--- src/rtl/class_vote_filter.sv ---
// Temporal majority filter for the classifier output: keeps the last WINDOW class codes
// and reports the most frequent class, with hysteresis so that ties do not make the output flicker.
module class_vote_filter #(
  parameter int WINDOW    = 8,
  parameter int CNT_W     = 4,
  parameter int MIN_VOTES = 5
) (
  input  logic             clk,
  input  logic             rst,
  input  logic             clear,
  input  logic [2:0]       class_in,
  input  logic             class_valid,
  output logic             in_ready,
  output logic [2:0]       voted_class,
  output logic [CNT_W-1:0] vote_count,
  output logic             confident,
  output logic             out_valid,
  output logic             busy,
  output logic             overrun
);

  localparam int PTR_W = (WINDOW > 1) ? $clog2(WINDOW) : 1;
  localparam logic [CNT_W-1:0] WIN_C    = CNT_W'(WINDOW);
  localparam logic [CNT_W-1:0] MIN_C    = CNT_W'(MIN_VOTES);
  localparam logic [PTR_W-1:0] LAST_PTR = PTR_W'(WINDOW - 1);

  typedef enum logic [1:0] {IDLE, UPDATE, SCAN, DONE} state_t;

  state_t state, state_next;

  logic [2:0]       hist [WINDOW];
  logic [CNT_W-1:0] counts [8];
  logic [PTR_W-1:0] wr_ptr;
  logic [CNT_W-1:0] filled;
  logic [2:0]       cls_q;
  logic [2:0]       scan_idx;
  logic [2:0]       max_cls;
  logic [CNT_W-1:0] max_cnt;

  logic             full;
  logic [2:0]       evicted;
  logic             scan_take;
  logic [2:0]       win_cls;
  logic [CNT_W-1:0] win_cnt;

  assign full      = (filled == WIN_C);
  assign evicted   = hist[wr_ptr];
  assign scan_take = (counts[scan_idx] > max_cnt);
  assign win_cls   = scan_take ? scan_idx : max_cls;
  assign win_cnt   = scan_take ? counts[scan_idx] : max_cnt;
  assign busy      = (state != IDLE);
  assign in_ready  = ~busy;

  always_ff @(posedge clk) begin
    if (rst) state <= IDLE;
    else     state <= state_next;
  end

  always_comb begin
    state_next = state;
    case (state)
      IDLE:    if (class_valid) state_next = UPDATE;
      UPDATE:  state_next = SCAN;
      SCAN:    if (scan_idx == 3'd7) state_next = DONE;
      DONE:    state_next = IDLE;
      default: state_next = IDLE;
    endcase
    if (clear) state_next = IDLE;
  end

  // Clear wipes the window statistics but deliberately leaves the last reported result visible.
  always_ff @(posedge clk) begin
    if (rst) begin
      for (int k = 0; k < WINDOW; k++) hist[k] <= '0;
      for (int k = 0; k < 8; k++) counts[k] <= '0;
      wr_ptr      <= '0;
      filled      <= '0;
      cls_q       <= '0;
      scan_idx    <= '0;
      max_cls     <= '0;
      max_cnt     <= '0;
      voted_class <= '0;
      vote_count  <= '0;
      confident   <= 1'b0;
      out_valid   <= 1'b0;
      overrun     <= 1'b0;
    end else if (clear) begin
      for (int k = 0; k < 8; k++) counts[k] <= '0;
      wr_ptr    <= '0;
      filled    <= '0;
      out_valid <= 1'b0;
      overrun   <= 1'b0;
    end else begin
      out_valid <= 1'b0;
      if (class_valid && state != IDLE) overrun <= 1'b1;
      case (state)
        IDLE: begin
          if (class_valid) cls_q <= class_in;
        end
        UPDATE: begin
          // Evicting and adding the same class leaves its count untouched.
          for (int k = 0; k < 8; k++) begin
            if (full && evicted != cls_q) begin
              if (3'(k) == cls_q)        counts[k] <= counts[k] + CNT_W'(1);
              else if (3'(k) == evicted) counts[k] <= counts[k] - CNT_W'(1);
            end else if (!full && 3'(k) == cls_q) begin
              counts[k] <= counts[k] + CNT_W'(1);
            end
          end
          hist[wr_ptr] <= cls_q;
          wr_ptr       <= (wr_ptr == LAST_PTR) ? '0 : wr_ptr + PTR_W'(1);
          if (!full) filled <= filled + CNT_W'(1);
          scan_idx <= '0;
          max_cls  <= '0;
          max_cnt  <= '0;
        end
        SCAN: begin
          if (scan_take) begin
            max_cnt <= counts[scan_idx];
            max_cls <= scan_idx;
          end
          scan_idx <= scan_idx + 3'd1;
          // Results are registered on the final scan step so they are visible during DONE.
          if (scan_idx == 3'd7 && full) begin
            if (counts[voted_class] != win_cnt) voted_class <= win_cls;
            vote_count <= win_cnt;
            confident  <= (win_cnt >= MIN_C);
            out_valid  <= 1'b1;
          end
        end
        default: ;
      endcase
    end
  end

endmodule
--- config.mk ---
export PLATFORM = sky130hd
export DESIGN_NAME = class_vote_filter
export DESIGN_NICKNAME = d
export VERILOG_FILES = /design/src/rtl/class_vote_filter.sv
export SDC_FILE = /design/constraint.sdc
export NUM_CORES = 1
export LEC_CHECK = 0
export CAP_MARGIN = 20
export CORE_MARGIN = 5
export CORE_UTILIZATION = 35
export CTS_BUF_LIST = sky130_fd_sc_hd__clkbuf_2 sky130_fd_sc_hd__clkbuf_4 sky130_fd_sc_hd__clkbuf_8
export DETAILED_ROUTE_END_ITERATION = 8
export GPL_ROUTABILITY_DRIVEN = 0
export PLACE_DENSITY = 0.59
export SYNTH_ARGS = -nofsm -noshare
export SYNTH_HDL_FRONTEND = slang
export SYNTH_SLANG_ARGS = --single-unit
--- constraint.sdc ---
create_clock -name clk -period 4.8 [get_ports clk]
set_clock_uncertainty 0.15 [all_clocks]
set_input_delay 0.48 -clock clk [delete_from_list [all_inputs] [get_ports clk]]
set_output_delay 0.48 -clock clk [all_outputs]
set_load 0.02 [all_outputs]
==> results by group, run 1 <==
Die
  • Die width: 141 µm
  • Core Area: 0.0171 mm²
  • Num ports: 19
  • Initial Util: 0.353
  • Row cnt: 48
  • Die Y: 141 µm
  • Die area: 0.0199 mm²

Setup path
  • Worst path required time: 4.92 ns
  • Critical path's top delay family: multiplexers
  • CP peak stage delay: 0.61 ns
  • Slowest CP cell: mux4_1
  • Arrival time at the worst endpoint: 4.37 ns
  • Cell Chain, Critical Path: mux4_1 > mux2_2 > ha_1 > nor2b_1 > o211ai_1 > a21oi_4 > mux2i_1 > xor2_1 > o41ai_4 > mux2_1
  • Startpoint types: register
  • Critical Path Fanout Max: 9
  • Crit path buf inv count: 0
  • CP Class: register to register
  • Worst setup EP type: register

Pwr
  • Switch share: 0.280
  • Internal: 1.25 mW
  • Clock power frac: 0.325
  • Pleak: 2.35 nW
  • Tot Pwr: 1.74 mW
  • Largest vdd supply drop: 160 µV
  • Sequential Power Share: 0.555
  • Pwr dens: 265 mW/mm²
  • Combinational power share: 0.120
  • Net Sw Power: 0.487 mW

Clock tree
  • TritonCTS clock tree: yes
  • Num Clock Sinks: 97
  • Clock transition at the registers of the reported paths: 0.10 ns
  • CTS Buf Count: 9
  • Post-CTS Resized: 0
  • H-tree levels: 3
  • Clk_lat worst skew: 0.39 ns
  • Hold Buf Count CTS: 0
  • # Post-CTS Setup Buffers: 0
  • CTS root buffer: clkbuf_8
  • Clock Path Buffers: 2

GRT
  • Overflow after GRT: 0
  • Initial antenna violation count: 0
  • Largest net degree at the start of global routing: 35
  • Tot GR Track Use: 0.145
  • Vias in the first global route: 4,347
  • First-pass GRT wire length: 23.2 mm

Routing
  • First DRT Iteration DRCs: 262
  • DR vias/cell: 5.50
  • Routed WL per cell: 17.4 µm
  • Total number of vias: 4,523
  • First-pass iteration count of the detailed router: 5
  • DRT antenna net count: 0
  • DRT Wirelength: 14.3 mm
  • DRC Markers: 0

Placed design
  • Port-buffer cells: 18
  • Dpl ws: 0.605 ns
  • Post-DP HPWL: 10.4 mm
  • Placed Cells: 806

Logic synthesis
  • Synthesized cell area: 0.00602 mm²
  • Seq/Total Area, Yosys: 0.416
  • Synth Area in Adders: 0.0603
  • Distinct cells, synth: 65
  • Cell taking the most area after synthesis: edfxtp_1
  • Yosys top cell area share: 0.280
  • Synth top area cells: edfxtp_1, dfxtp_1, ha_1
  • Syn nets: 626
  • Main combinational cell family by area after synthesis: simple AND/OR/NAND/NOR gates
  • Async S/R FF share, synth: 0
  • Multiplexer area fraction after synthesis: 0.147
  • Cells after synthesis: 590
  • Syn Area/Cell: 10.2 µm²
  • Post-synth top flop: edfxtp_1
  • Ys Warns: 0
  • Synth Area in Compound Gates: 0.115
  • Number of flops mapped to enable cells by yosys: 56
  • Synth Area in Simple Gates: 0.197
  • Xor/xnor share of the synthesized area: 0.0202
  • Synthesized flop and latch total: 97

Flow run
  • Max-Cap Viols: 0

STA
  • RSZ-0062 raised after global routing: false
  • Endpoints failing hold: 0
  • Final worst path period share: 0.885
  • Relative slew slack: 0.472
  • Minimum clock period: 4.25 ns
  • Pins Over Slew Limit: 0
  • Final setup viols: 0
  • PnR worst setup slack: 0.554 ns
  • Max frequency: 236 MHz
  • Setup TNS Final: 0 ns
  • Worst-Margin Slew: 0.770 ns

Run status
  • Outcome: finished, final reports clean

Finish
  • Layout cells sized above 1: 0.0953
  • Fillers: 1,684
  • Area growth, synth to finish: 9.26%
  • Commonest non-fill, non-tap cell in the layout: nor2_1
  • Nets: 629
  • Most frequent cells in the layout: nor2_1, edfxtp_1, nand2_1, dfxtp_1, inv_1
  • N_diodes: 0
  • Fin cells: 823

Hold path
  • HP Class: register to register
  • Beginning of the worst hold path: overrun
registers in the layout, summed over array words and instances, names as in the netlist, named ones only:
| signal | cells |
|---|---|
| scan_idx | 3 |
| voted_class | 3 |
| vote_count | 4 |
| overrun | 1 |
| state | 2 |
| out_valid | 1 |
| cls_q | 3 |
| max_cnt | 4 |
| confident | 1 |
| filled | 4 |
| hist | 24 |
| counts | 32 |
| wr_ptr | 3 |
| max_cls | 3 |
worst min-delay path: stages (launching register included):
cell and delay, ns:
dfxtp_1 0.34, a21oi_1 0.04, nor2_1 0.07
through the flow:
step	util	instance area (µm²)	hold slack, ns
6_report	0.385	6570	0.332
5_1_grt	0.385	6570	0.378
4_1_cts	0.385	6570	0.336
3_5_place_dp	0.373	6370	0.312
3_3_place_gp	0.373	6370	0.301
2_1_floorplan	-	6020	0.316
cells in the mapped netlist, drive strengths merged, types with 3 or more instances:
master,count
a21oi,33
a221oi,5
a22oi,5
a311oi,3
a31oi,5
and2,21
and3,5
and4,3
buf,6
clkbuf,24
dfxtp,41
edfxtp,56
ha,29
inv,36
mux2,12
mux2i,29
mux4,19
nand2,41
nand2b,5
nand3,18
nand4,6
nor2,68
nor2b,7
nor3,13
nor3b,3
nor4,7
o211ai,6
o21ai,15
o22a,5
o22ai,4
or2,9
or3,7
or4,7
or4b,3
xnor2,4
xor2,9
final cells by class:
cell class                 instances  area, µm²  share of cell area
multi-input combinational        427       3250               0.494
sequential                        97       2500               0.381
tap                              225        282              0.0428
timing repair buffer              22        208              0.0316
inverter                          36        135              0.0206
clock buffer                      10        131              0.0200
clock inverter                     6       67.6              0.0103
cells by family after synthesis:
kind of cell / after synthesis
AND/OR/NAND/NOR: 228
XOR/XNOR: 13
multiplexers: 60
buffers and inverters: 66
AO/OA/AOI/OAI: 97
flip-flops: 97
adder cells (fa/ha/maj): 29
power by group through the flow:
stage / Clock (mW) / Combinational, mW / Sequential, mW
floorplan: 0 / 0.170 / 0.953
global placement: 0 / 0.198 / 0.980
detailed placement: 0 / 0.207 / 0.983
CTS: 0.578 / 0.209 / 0.964
global route: 0.609 / 0.228 / 0.970
finish: 0.566 / 0.208 / 0.965
layer usage:
layer	vias up	wire length, µm	GRT usage
met5	-	0	0
li1	2183	-	-
met3	21	717	0.0261
met2	127	7120	0.255
met1	2192	6230	0.182
met4	0	246	0.0433
worst paths after layout:
kind | end | slack, ns | cells past startpoint
setup / recovery | voted_class[2] | 0.55 | 10
hold / removal | overrun | 0.33 | 2
setup reg to reg | voted_class[2] | 0.55 | 10
hold reg to reg | overrun | 0.33 | 2
No activity file was read; power rests on OpenSTA's default activity.
==> run 2, diff against run 1 <==
- CORE_MARGIN: 5 -> not set
==> results by group, run 2 (synthesized netlist as in run 1, its figures left out) <==
Clock tree
  • CTS Buf Count: 9
  • Clock Path Buffers: 2
  • H-tree levels: 3
  • CTS root buffer: clkbuf_8
  • Num Clock Sinks: 97
  • TritonCTS clock tree: yes
  • Hold Buf Count CTS: 0
  • Post-CTS Resized: 0
  • # Post-CTS Setup Buffers: 0
  • Clock transition at the registers of the reported paths: 0.10 ns
  • Clk_lat worst skew: 0.38 ns

Placed design
  • Placed inst area: 0.00637 mm²
  • Port-buffer cells: 18
  • Placed Cells: 802
  • Post-DP HPWL: 10.3 mm

Setup path
  • Arrival time at the worst endpoint: 4.31 ns
  • Startpoint types: register
  • Worst setup EP type: register
  • R2r endpoint: voted_class[0]
  • Worst r2r path cells: 10
  • Critical Path Fanout Max: 9
  • Worst path required time: 4.92 ns
  • CP Class: register to register
  • R2r setup slk: 0.61 ns

Routing
  • Total number of vias: 4,585
  • DRT Wirelength: 14.1 mm
  • First-pass iteration count of the detailed router: 6
  • Routed WL per cell: 17.3 µm
  • DRC Markers: 0
  • DR vias/cell: 5.61
  • DRT antenna net count: 0
  • First DRT Iteration DRCs: 235

Finish
  • Largest register FFs: 32
  • Fin cells: 818
  • Most flops, register: counts
  • Utilization after layout: 0.393
  • Layout cells sized above 1: 0.0936
  • Largest registers: counts x32, hist x24
  • Nets: 629
  • Commonest non-fill, non-tap cell in the layout: nor2_1
  • Final Cell Area: 0.00657 mm²
  • Area growth, synth to finish: 9.13%
  • N_diodes: 0
  • Most frequent cells in the layout: nor2_1, edfxtp_1, nand2_1, dfxtp_1, inv_1

Hold path
  • HP Class: register to register
  • Beginning of the worst hold path: overrun
  • Hold path cells: 2
  • Endpoint, Worst Hold: overrun

Die
  • Die width: 133 µm
  • Core Area: 0.0167 mm²
  • Die Y: 133 µm
  • Die area: 0.0177 mm²
  • Initial Util: 0.360
  • Row cnt: 47
  • Num ports: 19

Pwr
  • Largest vdd supply drop: 158 µV
  • Pleak: 2.36 nW
  • Pwr dens: 263 mW/mm²

STA
  • Final setup viols: 0
  • Endpoints failing hold: 0
  • Setup TNS Final: 0 ns
  • Hold WS: 0.334 ns
  • Worst-Margin Slew: 0.952 ns
  • Pins Over Slew Limit: 0
  • Minimum clock period: 4.19 ns
  • RSZ-0062 raised after global routing: false
  • Relative slew slack: 0.357
  • Max frequency: 239 MHz
  • Final worst path period share: 0.873

GRT
  • Vias in the first global route: 4,605
  • Largest net degree at the start of global routing: 35
  • Tot GR Track Use: 0.169
  • First-pass GRT wire length: 23.4 mm
  • Initial antenna violation count: 0
  • Overflow after GRT: 0

Flow run
  • Max-Cap Viols: 0

Run status
  • Outcome: finished, final reports clean
-- run 2: how the worst max path moves through the flow --
stage / to / slack, ns
CTS: voted_class[0] / 0.59
detailed placement: voted_class[0] / 0.61
global route: voted_class[0] / 0.38
finish: voted_class[0] / 0.61
global placement: voted_class[1] / 0.74
floorplan: register / 1.12
-- run 2: cell type report --
type | instances | area [µm²]
well taps | 220 | 275
fillers | 1658 | 10100
flip-flops and latches | 97 | 2500
clock inverters | 6 | 63.8
clock buffers | 10 | 131
inverters | 36 | 135
multi-input cells | 427 | 3250
repair buffers | 22 | 210
-- run 2: power by group --
group	internal (mW)	total, mW	switching, mW	leakage (nW)
Combinational	0.0915	0.209	0.117	1.32
Sequential	0.911	0.964	0.0528	0.933
Clock	0.250	0.555	0.305	0.107
-- run 2: critical path: stages, from the launching register on --
cell and delay, ns:
dfxtp_1 0.58, mux4_1 0.60, mux2_2 0.31, ha_1 0.31, nor2b_1 0.14, o211ai_1 0.13, a21oi_4 0.35, mux2i_1 0.43
xor2_1 0.16, o41ai_4 0.55, mux2_1 0.37
-- run 2: layer usage --
metal	vias up	routed length, µm	global-route usage
li1	2180	-	-
met1	2249	6170	0.208
met2	130	7030	0.290
met3	26	587	0.0327
met4	0	340	0.0701
met5	-	0	0
-- run 2: metrics by stage --
step           setup WS (ns)  power (mW)
5_1_grt                0.381        1.80
2_1_floorplan           1.12        1.12
4_1_cts                0.591        1.74
6_report               0.609        1.73
3_5_place_dp           0.608        1.19
3_3_place_gp           0.740        1.18
